[config.mk]
export PLATFORM = sky130hd
export DESIGN_NAME = ram_arbiter
export DESIGN_NICKNAME = d
export VERILOG_FILES = /design/src/rtl/ram_arbiter_pkg.sv /design/src/rtl/rr_arb2.sv /design/src/rtl/ram_arbiter.sv
export SDC_FILE = /design/constraint.sdc
export NUM_CORES = 1
export LEC_CHECK = 0
export CORE_UTILIZATION = 38
export DETAILED_ROUTE_END_ITERATION = 6
export PLACE_DENSITY_LB_ADDON = 0.05
export SLEW_MARGIN = 0
export SYNTH_ARGS = -nofsm -noshare
export SYNTH_HDL_FRONTEND = slang
export SYNTH_SLANG_ARGS = --single-unit
[constraint.sdc]
create_clock -name clk -period 1.4 [get_ports clk]
set_input_delay 0.21 -clock clk [delete_from_list [all_inputs] [get_ports clk]]
set_output_delay 0.21 -clock clk [all_outputs]
set_load 0.02 [all_outputs]
[src/rtl/ram_arbiter_pkg.sv]
// Shared types and defaults for the two-requester RAM arbiter.
// The read tag records which requester issued a read while it is in flight.
package ram_arbiter_pkg;

  localparam int DATA_W_DEF = 8;
  localparam int ADDR_W_DEF = 8;
  localparam int ID_W       = 1;

  typedef logic [ID_W-1:0] id_t;

  typedef struct packed {
    logic vld;
    id_t  id;
  } tag_t;

endpackage

[src/rtl/rr_arb2.sv]
// Two-way round-robin arbiter. The grant is combinational from the requests.
// The 1-bit pointer moves past the winner whenever a handshake occurs.
module rr_arb2 (
  input  logic       clk,
  input  logic       rst_n,
  input  logic [1:0] req,
  input  logic       hs,
  output logic [1:0] gnt
);

  logic ptr;

  // NOTE: every signal written in always_comb gets a default first, so no path leaves it unassigned and no latch is inferred.
  always_comb begin
    gnt = 2'b00;
    if (rst_n) begin
      if (req[ptr])       gnt[ptr]  = 1'b1;
      else if (req[~ptr]) gnt[~ptr] = 1'b1;
    end
  end

  // NOTE: sequential state is updated with non-blocking assignments, so every flop samples pre-edge values.
  always_ff @(posedge clk or negedge rst_n) begin
    if (!rst_n)  ptr <= 1'b0;
    else if (hs) ptr <= gnt[0];  // winner 0 -> ptr 1, winner 1 -> ptr 0
  end

endmodule

[src/rtl/ram_arbiter.sv]
// Shares one single-port RAM between two requesters. Commands go to the RAM from registers.
// Read data comes back to the issuing requester, steered by a tag delayed to match the RAM.
module ram_arbiter
  import ram_arbiter_pkg::*;
#(
  parameter int DATA_W = DATA_W_DEF,
  parameter int ADDR_W = ADDR_W_DEF,
  parameter int RD_LAT = 1
) (
  input  logic                clk,
  input  logic                rst_n,
  input  logic [1:0]          req_valid,
  input  logic [1:0]          req_we,
  input  logic [2*ADDR_W-1:0] req_addr,
  input  logic [2*DATA_W-1:0] req_wdata,
  output logic [1:0]          req_ready,
  output logic [1:0]          rsp_valid,
  output logic [DATA_W-1:0]   rsp_rdata,
  output logic                ram_wr_en,
  output logic [ADDR_W-1:0]   ram_addr,
  output logic [DATA_W-1:0]   ram_d_in,
  input  logic [DATA_W-1:0]   ram_d_out
);

  logic [1:0]        gnt;
  logic              hs;
  logic              win;
  logic              win_we;
  logic [ADDR_W-1:0] win_addr;
  logic [DATA_W-1:0] win_wdata;
  tag_t              new_tag;
  tag_t              tag_q [RD_LAT+1];
  tag_t              tag_exit;

  rr_arb2 u_arb (
    .clk   (clk),
    .rst_n (rst_n),
    .req   (req_valid),
    .hs    (hs),
    .gnt   (gnt)
  );

  assign req_ready = gnt;
  assign hs        = |gnt;
  assign win       = gnt[1];
  assign win_we    = win ? req_we[1] : req_we[0];
  assign win_addr  = win ? req_addr[2*ADDR_W-1:ADDR_W]  : req_addr[ADDR_W-1:0];
  assign win_wdata = win ? req_wdata[2*DATA_W-1:DATA_W] : req_wdata[DATA_W-1:0];
  assign new_tag   = '{vld: hs & ~win_we, id: win};
  assign tag_exit  = tag_q[RD_LAT];

  // Address and data only move on a handshake; the write strobe is a one-cycle pulse.
  always_ff @(posedge clk or negedge rst_n) begin
    if (!rst_n) begin
      ram_wr_en <= 1'b0;
      ram_addr  <= '0;
      ram_d_in  <= '0;
    end else begin
      ram_wr_en <= hs & win_we;
      if (hs) begin
        ram_addr <= win_addr;
        ram_d_in <= win_wdata;
      end
    end
  end

  // NOTE: this tag array is reset (unlike a data memory) because a stale valid bit would fire a spurious response.
  always_ff @(posedge clk or negedge rst_n) begin
    if (!rst_n) begin
      for (int i = 0; i <= RD_LAT; i++) tag_q[i] <= '0;
    end else begin
      tag_q[0] <= new_tag;
      for (int i = 1; i <= RD_LAT; i++) tag_q[i] <= tag_q[i-1];
    end
  end

  always_ff @(posedge clk or negedge rst_n) begin
    if (!rst_n) begin
      rsp_valid <= 2'b00;
      rsp_rdata <= '0;
    end else begin
      rsp_valid <= {tag_exit.vld & tag_exit.id, tag_exit.vld & ~tag_exit.id};
      if (tag_exit.vld) rsp_rdata <= ram_d_out;
    end
  end

endmodule

==> run metrics, run 1 <==
die height 62.4 um; area share of the largest cell type after synthesis 0.578; post-route design area 0.00227 mm2; Achievable Freq approximately 730 MHz; Static Leak around 0.00096 uW; layout cells sized above 1 0.153; Num CTS Buffers 5; global route total overflow 0; Post-synth EDFFs 0; Worst Skew around 9.6 ps; RSZ-0062 raised after global routing true; hold_sp rst_n; Crit Reg-Reg Startpoint u_arb.ptr; initial drt markers 14; Yosys top cell by area dfrtp_1; Hold EP tag_q[2]; syn_nets 177; CTS max path bufs 2; FFs w/ async S/R, synth 1.00; Placeable Area 0.00342 mm2; CP Class input pin to primary output; CTS tree done; first-pass GRT wire length 6150 um; VDD IR-drop max 0.000575 V; maximum fanout count along the critical path 4; H-tree depth 2; main area contributors after synthesis dfrtp_1, a31oi_1, mux2_2; IO Count 75; largest net degree at the start of global routing 35; gp weighted congestion 0.769; CTS Sinks 32; Post-Syn Instances 131; Max-Cap Viols 0; count leader, synth dfrtp_1; CP max stage cell clkdlybuf4s50_1; WP data arrival 1160 ps; Final #Nets 260; max_slew headroom 0.768; Synth Flop Type dfrtp_1; number of I/O port buffers 74; average wire per standard cell 13.6 um; Slew @ Worst Pin roughly 350 ps; Final HPWL DP 2640 um; initial antenna violation count 0; Total Wirelength 3550 um; Synth top cells by count dfrtp_1, nand3_1, nor2_1, a31oi_1, o21ai_0; HP Class input pin to flop; pwr dens roughly 1100 mW/mm2; count of cell types in the netlist 19; die area 0.00389 mm2; reg2reg end tag_q[3]; via count 1307; Power Total about 2600 uW; R2R cell count 4; Syn. warnings 0; Site Rows 21; Crit path largest cell delay 550 ps; Final Hold Viols 0; Area after DPL 0.00219 mm2; Total GRT Usage 0.206; DRT Pass-1 Iters 3; Area Overhead vs Synth 63.5%; max-slew violations 0; Initial Util 0.406; Tcrit/Tclk final 0.978; register area share after synthesis 0.578; Syn Area/Cell between 10 and 15 um2; CTS clock-pin slew for the worst setup and hold paths 110 ps; ANT nets after route 0; vias in the first global route between 1000 and 1500; DRC viols 0; Setup crit start kind input pin; CP Cell Sequence clkdlybuf4s50_1, nand2_1, nor2_4, buf_6; # diodes 0; minimum clock period 1370 ps; clock latency on the worst-skew pair 330 ps; clock root cell clkbuf_4; Die X about 62 um; vias per cell between 5 and 6; reg-to-reg slack, setup 130 ps; CP endpoint kind primary output; hold depth 3; worst path required time between 1000 and 1500 ps; Setup violations, final 0; Synth Cell Area 0.00139 mm2; synthesized flop and latch total 32; status finished, final reports clean
routing by layer:
metal / track usage / wire, um / up-vias / part of all wire
met2: 0.385 / 1910 / 50 / 0.54
met4: 0.0872 / 85 / 0 / 0.024
li1: - / - / 631 / -
met5: 0 / 0 / - / 0
met3: 0.0657 / 227 / 9 / 0.064
met1: 0.206 / 1320 / 617 / 0.37
metrics by stage:
step / hold slack, ps / std cells / setup WS (ps) / util / setup TNS [ps]
after CTS: 176 / 261 / 13.7 / 0.662 / 0
after global routing: 202 / 261 / -37.4 / 0.664 / -64.0
after floorplan: -85.6 / 131 / 213 / - / 0
final: 222 / 261 / 30.8 / 0.664 / 0
after detailed placement: 188 / 251 / -450 / 0.641 / -2220
after global placement: 191 / 251 / -434 / 0.641 / -1350
report_power, final:
part	internal, uW	switching, uW
Clock	372	325
Sequential	1050	64.6
Combinational	374	387
registers in the layout, summed over array words and instances (netlist names):
register and count:
u_arb.ptr 1, tag_exit 2, rsp_valid 2, ram_d_in 8, ram_wr_en 1, ram_addr 8, tag_q 2, rsp_rdata 8
cell type report:
class                      instances  area, um2
sequential                        32        801
timing repair buffer              87        816
clock inverter                     3       42.5
tap                               46       57.6
clock buffer                       5       37.5
multi-input combinational         88        513
fill                             288       1150
how the worst max path moves through the flow:
stage / startpoint / to
finish: req_valid[1] / req_ready[1]
global route: u_arb.ptr / req_ready[0]
CTS: u_arb.ptr / req_ready[0]
detailed placement: req_valid[1] / req_ready[1]
global placement: req_valid[0] / req_ready[1]
floorplan: u_arb.ptr / req_ready[1]
what timing repair did:
item                                   CTS  global route
setup buffers                            0             0
hold buffers                             2             0
setup endpoints to repair               29             2
endpoints found under the hold margin   32             0
resized for setup                       40             1
layout by cell type, fill, tap and decap left out, types with 2 or more instances in the layout:
master / Yosys / layout
a31oi_1: 16 / 16
and2_1: 2 / 2
buf_4: 4 / 11
clkbuf_4: 0 / 5
clkdlybuf4s50_1: 0 / 44
dfrtp_1: 32 / 32
dlygate4sd2_1: 0 / 27
dlygate4sd3_1: 0 / 2
mux2_2: 8 / 8
nand2_1: 3 / 3
nand3_1: 17 / 17
nor2_1: 17 / 16
o21ai_0: 13 / 13
o21ai_1: 5 / 5
cell families after synthesis:
| group | synth area share |
|---|---|
| AND/OR/NAND/NOR | 0.145 |
| AO/OA/AOI/OAI | 0.152 |
| flip-flops | 0.578 |
| buffers and inverters | 0.0605 |
| multiplexers | 0.0650 |
worst max-delay path, delay by kind of cell:
kind	cells	cell delay [ps]
simple gates	2	270
buf+inv	2	670
Note: power is estimated with default switching activity, not from simulation.
==> run 2, diff against run 1 <==
--- a/config.mk
+++ b/config.mk
@@ -7,6 +7,7 @@
 export LEC_CHECK = 0
 export CORE_UTILIZATION = 38
 export DETAILED_ROUTE_END_ITERATION = 6
+export MAX_ROUTING_LAYER = met4
 export PLACE_DENSITY_LB_ADDON = 0.05
 export SLEW_MARGIN = 0
 export SYNTH_ARGS = -nofsm -noshare
==> run 2 against run 1 <==
Die area is the same. Critical path depth did not move. Clock-buffer cell count unchanged. Sequential power barely moved. Via count rose by 0.84%. Critical path type unchanged.
==> run metrics, run 2 (synthesis gave the netlist of run 1 again) <==
status finished, final reports clean (unchanged); CP endpoint kind primary output (unchanged); largest net degree at the start of global routing 35 (unchanged); Site Rows 21 (unchanged); Static Leak 0.000964 uW (unchanged); first-pass GRT wire length 6150 um (unchanged); fin cells 261 (unchanged); ANT nets after route 0 (unchanged); cell-internal power 1800 uW (about the same); largest registers ram_addr: 8 flops, ram_d_in: 8 flops, rsp_rdata: 8 flops (unchanged); CP Class input pin to primary output (unchanged); CP Cell Sequence clkdlybuf4s50_1, nand2_1, nor2_4, buf_6 (unchanged); vias per cell 5.05 (was 5.01); maximum fanout count along the critical path 4 (unchanged); Worst Skew 11.7 ps (was 9.64 ps); max_slew headroom 0.768 (unchanged); clock root cell clkbuf_4 (unchanged); Final Hold Viols 0 (unchanged); Place WS -450 ps (unchanged); Max-Cap Viols 0 (unchanged); worst path required time 1190 ps (about the same); Worst Path Buf+Inv 2 (unchanged); VDD IR-drop max 0.000575 V (about the same); Total GRT Usage 0.212 (was 0.206); vias in the first global route 1444 (unchanged); IO Count 75 (unchanged); RSZ-0062 raised after global routing true (unchanged); pwr dens 1140 mW/mm2 (about the same); fin worst setup slack 31.1 ps (was 30.8 ps); grt met2 use 0.383 (was 0.385); clock latency on the worst-skew pair 330 ps (about the same); Die X 62.4 um (unchanged); gp weighted congestion 0.779 (was 0.769); met1 usage 0.210 (was 0.206); # diodes 0 (unchanged); Total Wirelength 3560 um (was 3550 um); Setup crit start kind input pin (unchanged); Top Family by Delay on Critical Path buffers and inverters (unchanged); hold_ws 218 ps (was 222 ps); initial antenna violation count 0 (unchanged); max-slew violations 0 (unchanged); WP data arrival 1160 ps (about the same); Crit path largest cell delay 550 ps (about the same); met3 Usage GRT 0.0620 (was 0.0657); Achievable Freq 730 MHz (about the same); Placeable Area 0.00342 mm2 (unchanged); number of I/O port buffers 74 (unchanged); Final #Nets 260 (unchanged); Initial Util 0.406 (unchanged); Num CTS Buffers 5 (unchanged); CP max stage cell clkdlybuf4s50_1 (unchanged); CTS Sinks 32 (unchanged); CTS tree done (unchanged); DRT Pass-1 Iters 3 (unchanged); H-tree depth 2 (unchanged); Clk network pwr share 0.271 (about the same); layout cells sized above 1 0.153 (unchanged); Setup violations, final 0 (unchanged); die area 0.00389 mm2 (unchanged); most common cell after layout, fill and taps aside clkdlybuf4s50_1 (unchanged); HP Class input pin to flop (unchanged); initial drt markers 17 (was 14); average wire per standard cell 13.6 um (about the same); Psw 780 uW (was 777 uW); switching share of power 0.302 (was 0.301); CTS clock-pin slew for the worst setup and hold paths 110 ps (about the same); DRC viols 0 (unchanged); global route total overflow 0 (unchanged); minimum clock period 1370 ps (about the same); Most Crowded Layer GR met2 (unchanged); Power Total 2580 uW (about the same); Tcrit/Tclk final 0.978 (about the same); final core utilization 0.664 (unchanged); Final HPWL DP 2640 um (unchanged); DP Cell Count 251 (unchanged); setup bufs post-CTS 0 (unchanged); die height 62.4 um (unchanged); combinational fraction of design power 0.295 (about the same); via count 1318 (was 1307); commonest cells after routing, fill and taps aside clkdlybuf4s50_1, dfrtp_1, dlygate4sd2_1 (unchanged); Sequential Power Share 0.433 (was 0.434); CTS max path bufs 2 (unchanged); Slew @ Worst Pin 348 ps (about the same); Area Overhead vs Synth 63.5% (unchanged)
[run 2: cell counts in the layout (fill, tap and decap cells not counted)]
Identical to the previous run, type by type.
[run 2: path summary, 6_finish.rpt]
| path | from | to | slack [ps] | depth (start not counted) |
|---|---|---|---|---|
| worst max register to register | u_arb.ptr | tag_q[3] | 120 | 4 |
| worst min register to register | tag_q[3] | tag_exit[1] | 360 | 0 |
| worst max-delay path | req_valid[1] | req_ready[1] | 30 | 4 |
| worst min-delay path | rst_n | tag_q[2] | 220 | 3 |
| min in group asynchronous | rst_n | u_arb.ptr | 420 | 3 |
| max in group asynchronous | rst_n | rsp_valid[0] | 650 | 3 |
[run 2: metal layers]
| layer | wire [um] | share of wire |
|---|---|---|
| met1 | 1360 | 0.38 |
| met5 | 0 | 0 |
| met2 | 1910 | 0.54 |
| met4 | 83 | 0.023 |
| met3 | 210 | 0.059 |
[run 2: layout make-up]
type                       instances  area (um2)
clock inverter                     3        42.5
timing repair buffer              87         816
tap                               46        57.6
sequential                        32         801
fill                             288        1150
multi-input combinational         88         513
clock buffer                       5        37.5
[run 2: what timing repair did]
item                                    in CTS  in global routing
hold buffers                                 2                  0
pin swaps                                    0                  0
endpoints found under the hold margin       32                  0
gates cloned                                 0                  0
gates resized for setup                     40                  1
endpoints found under the setup margin      29                  2
[run 2: metrics by stage]
step                      TNS (ps)  instance area [um2]
final                            0                 2270
after floorplan                  0                 1390
after global placement       -1350                 2190
after detailed placement     -2220                 2190
after global routing         -64.0                 2270
after CTS                        0                 2260
[run 2: worst min-delay path: cells and delay by family]
kind | cells | cell delay [ps]
buf+inv | 1 | 130
simple gates | 2 | 190
[run 2: power by group through the flow]
stage | Combinational, uW | Sequential (uW) | Clock, uW
after floorplan | 243 | 1290 | 0
after global placement | 825 | 1130 | 0
after detailed placement | 842 | 1140 | 0
after CTS | 766 | 1120 | 718
after global routing | 823 | 1140 | 765
final | 762 | 1120 | 700
==> run 3, diff against run 2 <==
==> constraint.sdc (replaced) <==
create_clock -name clk -period 1.4 [get_ports clk]
set_input_delay 0.21 -clock clk [delete_from_list [all_inputs] [get_ports clk]]
set_output_delay 0.21 -clock clk [all_outputs]
set_load 0.005 [all_outputs]
==> run 3 against run 2 <==
Cell count is 1.1% higher. Worst setup slack better by 6.3 ps. Utilization is 1.3 points higher. Non-clock buffer count is 3 higher. Sequential share of layout area decreased by 0.69 points.
==> run metrics, run 3 (synthesis gave the netlist of run 1 again) <==
gp weighted congestion 0.786 (was 0.779); Num CTS Buffers 5 (unchanged); fin worst setup slack 37.4 ps (was 31.1 ps); Site Rows 21 (unchanged); minimum clock period 1360 ps (was 1370 ps); RSZ-0062 raised after global routing true (unchanged); Worst path depth 1 (was 4); largest net degree at the start of global routing 35 (unchanged); # diodes 0 (unchanged); H-tree depth 2 (unchanged); global route total overflow 0 (unchanged); Area after DPL 0.00218 mm2 (was 0.00219 mm2); Initial Util 0.406 (unchanged); Filler cells 281 (was 288); vias per cell 5.11 (was 5.05); Achievable Freq 734 MHz (was 730 MHz); fin cells 264 (was 261); Crit Reg-Reg Startpoint u_arb.ptr (unchanged); Max-Cap Viols 0 (unchanged); die area 0.00389 mm2 (unchanged); Total GRT Usage 0.211 (was 0.212); CP Cell Sequence clkdlybuf4s50_1 (was clkdlybuf4s50_1, nand2_1, nor2_4, buf_6); initial antenna violation count 0 (unchanged); commonest cells after routing, fill and taps aside clkdlybuf4s50_1, dfrtp_1, nand3_1, dlygate4sd2_1 (was clkdlybuf4s50_1, dfrtp_1, dlygate4sd2_1); first-pass GRT wire length 6110 um (was 6150 um); final core utilization 0.677 (was 0.664); CTS max path bufs 2 (unchanged); Setup violations, final 0 (unchanged); Area Overhead vs Synth 66.8% (was 63.5%); VDD IR-drop max 0.000683 V (was 0.000575 V); worst path required time 1190 ps (about the same); max-slew violations 0 (unchanged); CP endpoint kind primary output (unchanged); top routing layer in use met4 (unchanged); met1 wire length 1440 um (was 1360 um); post-route design area 0.00231 mm2 (was 0.00227 mm2); IO Count 75 (unchanged); CP Class flop to primary output (was input pin to primary output); hold depth 3 (unchanged); average wire per standard cell 14.3 um (was 13.6 um); Tcrit/Tclk final 0.973 (was 0.978); Setup crit start kind flop (was input pin); Crit path largest cell delay 490 ps (was 550 ps); pwr dens 1070 mW/mm2 (was 1140 mW/mm2); Slew @ Worst Pin 365 ps (was 348 ps); die height 62.4 um (unchanged); Final Hold Viols 0 (unchanged); DRC viols 0 (unchanged); met3 routed wirelength 181 um (was 210 um); Die X 62.4 um (unchanged); most common cell after layout, fill and taps aside clkdlybuf4s50_1 (unchanged); Worst Path Buf+Inv 1 (was 2); reg-to-reg slack, setup 100 ps (was 120 ps); WP data arrival 1150 ps (was 1160 ps); worst setup path startpoint rsp_valid[0] (was req_valid[1]); CTS Sinks 32 (unchanged); CTS tree done (unchanged); Static Leak 0.00104 uW (was 0.000964 uW); Place WS -368 ps (was -450 ps); HP Class input pin to flop (unchanged); reg2reg end tag_q[3] (unchanged); Final HPWL DP 2710 um (was 2640 um); Met2 Wirelength 2060 um (was 1910 um); maximum fanout count along the critical path 1 (was 4); DP Cell Count 250 (was 251); max_slew headroom 0.756 (was 0.768); CTS clock-pin slew for the worst setup and hold paths 100 ps (was 110 ps); hold_sp rst_n (unchanged); number of I/O port buffers 74 (unchanged); CP max stage cell clkdlybuf4s50_1 (unchanged); largest registers ram_addr: 8 flops, ram_d_in: 8 flops, rsp_rdata: 8 flops (unchanged); via count 1348 (was 1318); DRT Pass-1 Iters 4 (was 3); Hold EP u_arb.ptr (was tag_q[2]); Worst Skew 7.72 ps (was 11.7 ps); R2R cell count 4 (unchanged); Final #Nets 263 (was 260); Placeable Area 0.00342 mm2 (unchanged); ANT nets after route 0 (unchanged); clock root cell clkbuf_4 (unchanged); layout cells sized above 1 0.156 (was 0.153); clock latency on the worst-skew pair 330 ps (about the same); vias in the first global route 1363 (was 1444); initial drt markers 33 (was 17); status finished, final reports clean (unchanged); Total Wirelength 3790 um (was 3560 um); Top Family by Delay on Critical Path buffers and inverters (unchanged)
[run 3: metrics by stage]
step                hold WS (ps)  total power (uW)  TNS [ps]
finish                       238              2470         0
global route                 252              2600     -6.88
CTS                          195              2490         0
detailed placement           201              1840     -1960
global placement             188              1810     -1040
floorplan                  -85.6              1390         0
[run 3: report_power, final]
part | leakage [uW] | internal [uW] | total [uW] | switching [uW]
clock network | 0.0000422 | 374 | 688 | 313
logic | 0.000622 | 408 | 662 | 254
registers | 0.000378 | 1050 | 1120 | 63.9
[run 3: how the worst max path moves through the flow]
stage              endpoint
3_3_place_gp   req_ready[1]
4_1_cts        rsp_rdata[3]
6_report       rsp_valid[0]
3_5_place_dp   req_ready[1]
2_1_floorplan  req_ready[1]
5_1_grt        req_ready[1]
[run 3: layout make-up]
cell class                 instances  area (um2)  area share
multi-input combinational         88         509       0.220
clock inverter                     2        35.0      0.0152
timing repair buffer              90         868       0.376
tap                               46        57.6      0.0249
clock buffer                       6        41.3      0.0179
sequential                        32         801       0.346
[run 3: metal layers]
metal,vias up,GRT usage
met5,-,-
met4,0,0.102
met3,9,0.0493
met2,47,0.364
met1,654,0.226
li1,638,-
[run 3: repair_timing]
action,in CTS,in global routing
buffers inserted,4,0
endpoints found under the hold margin,32,0
hold buffers,2,0
resized for setup,26,10
endpoints found under the setup margin,19,9
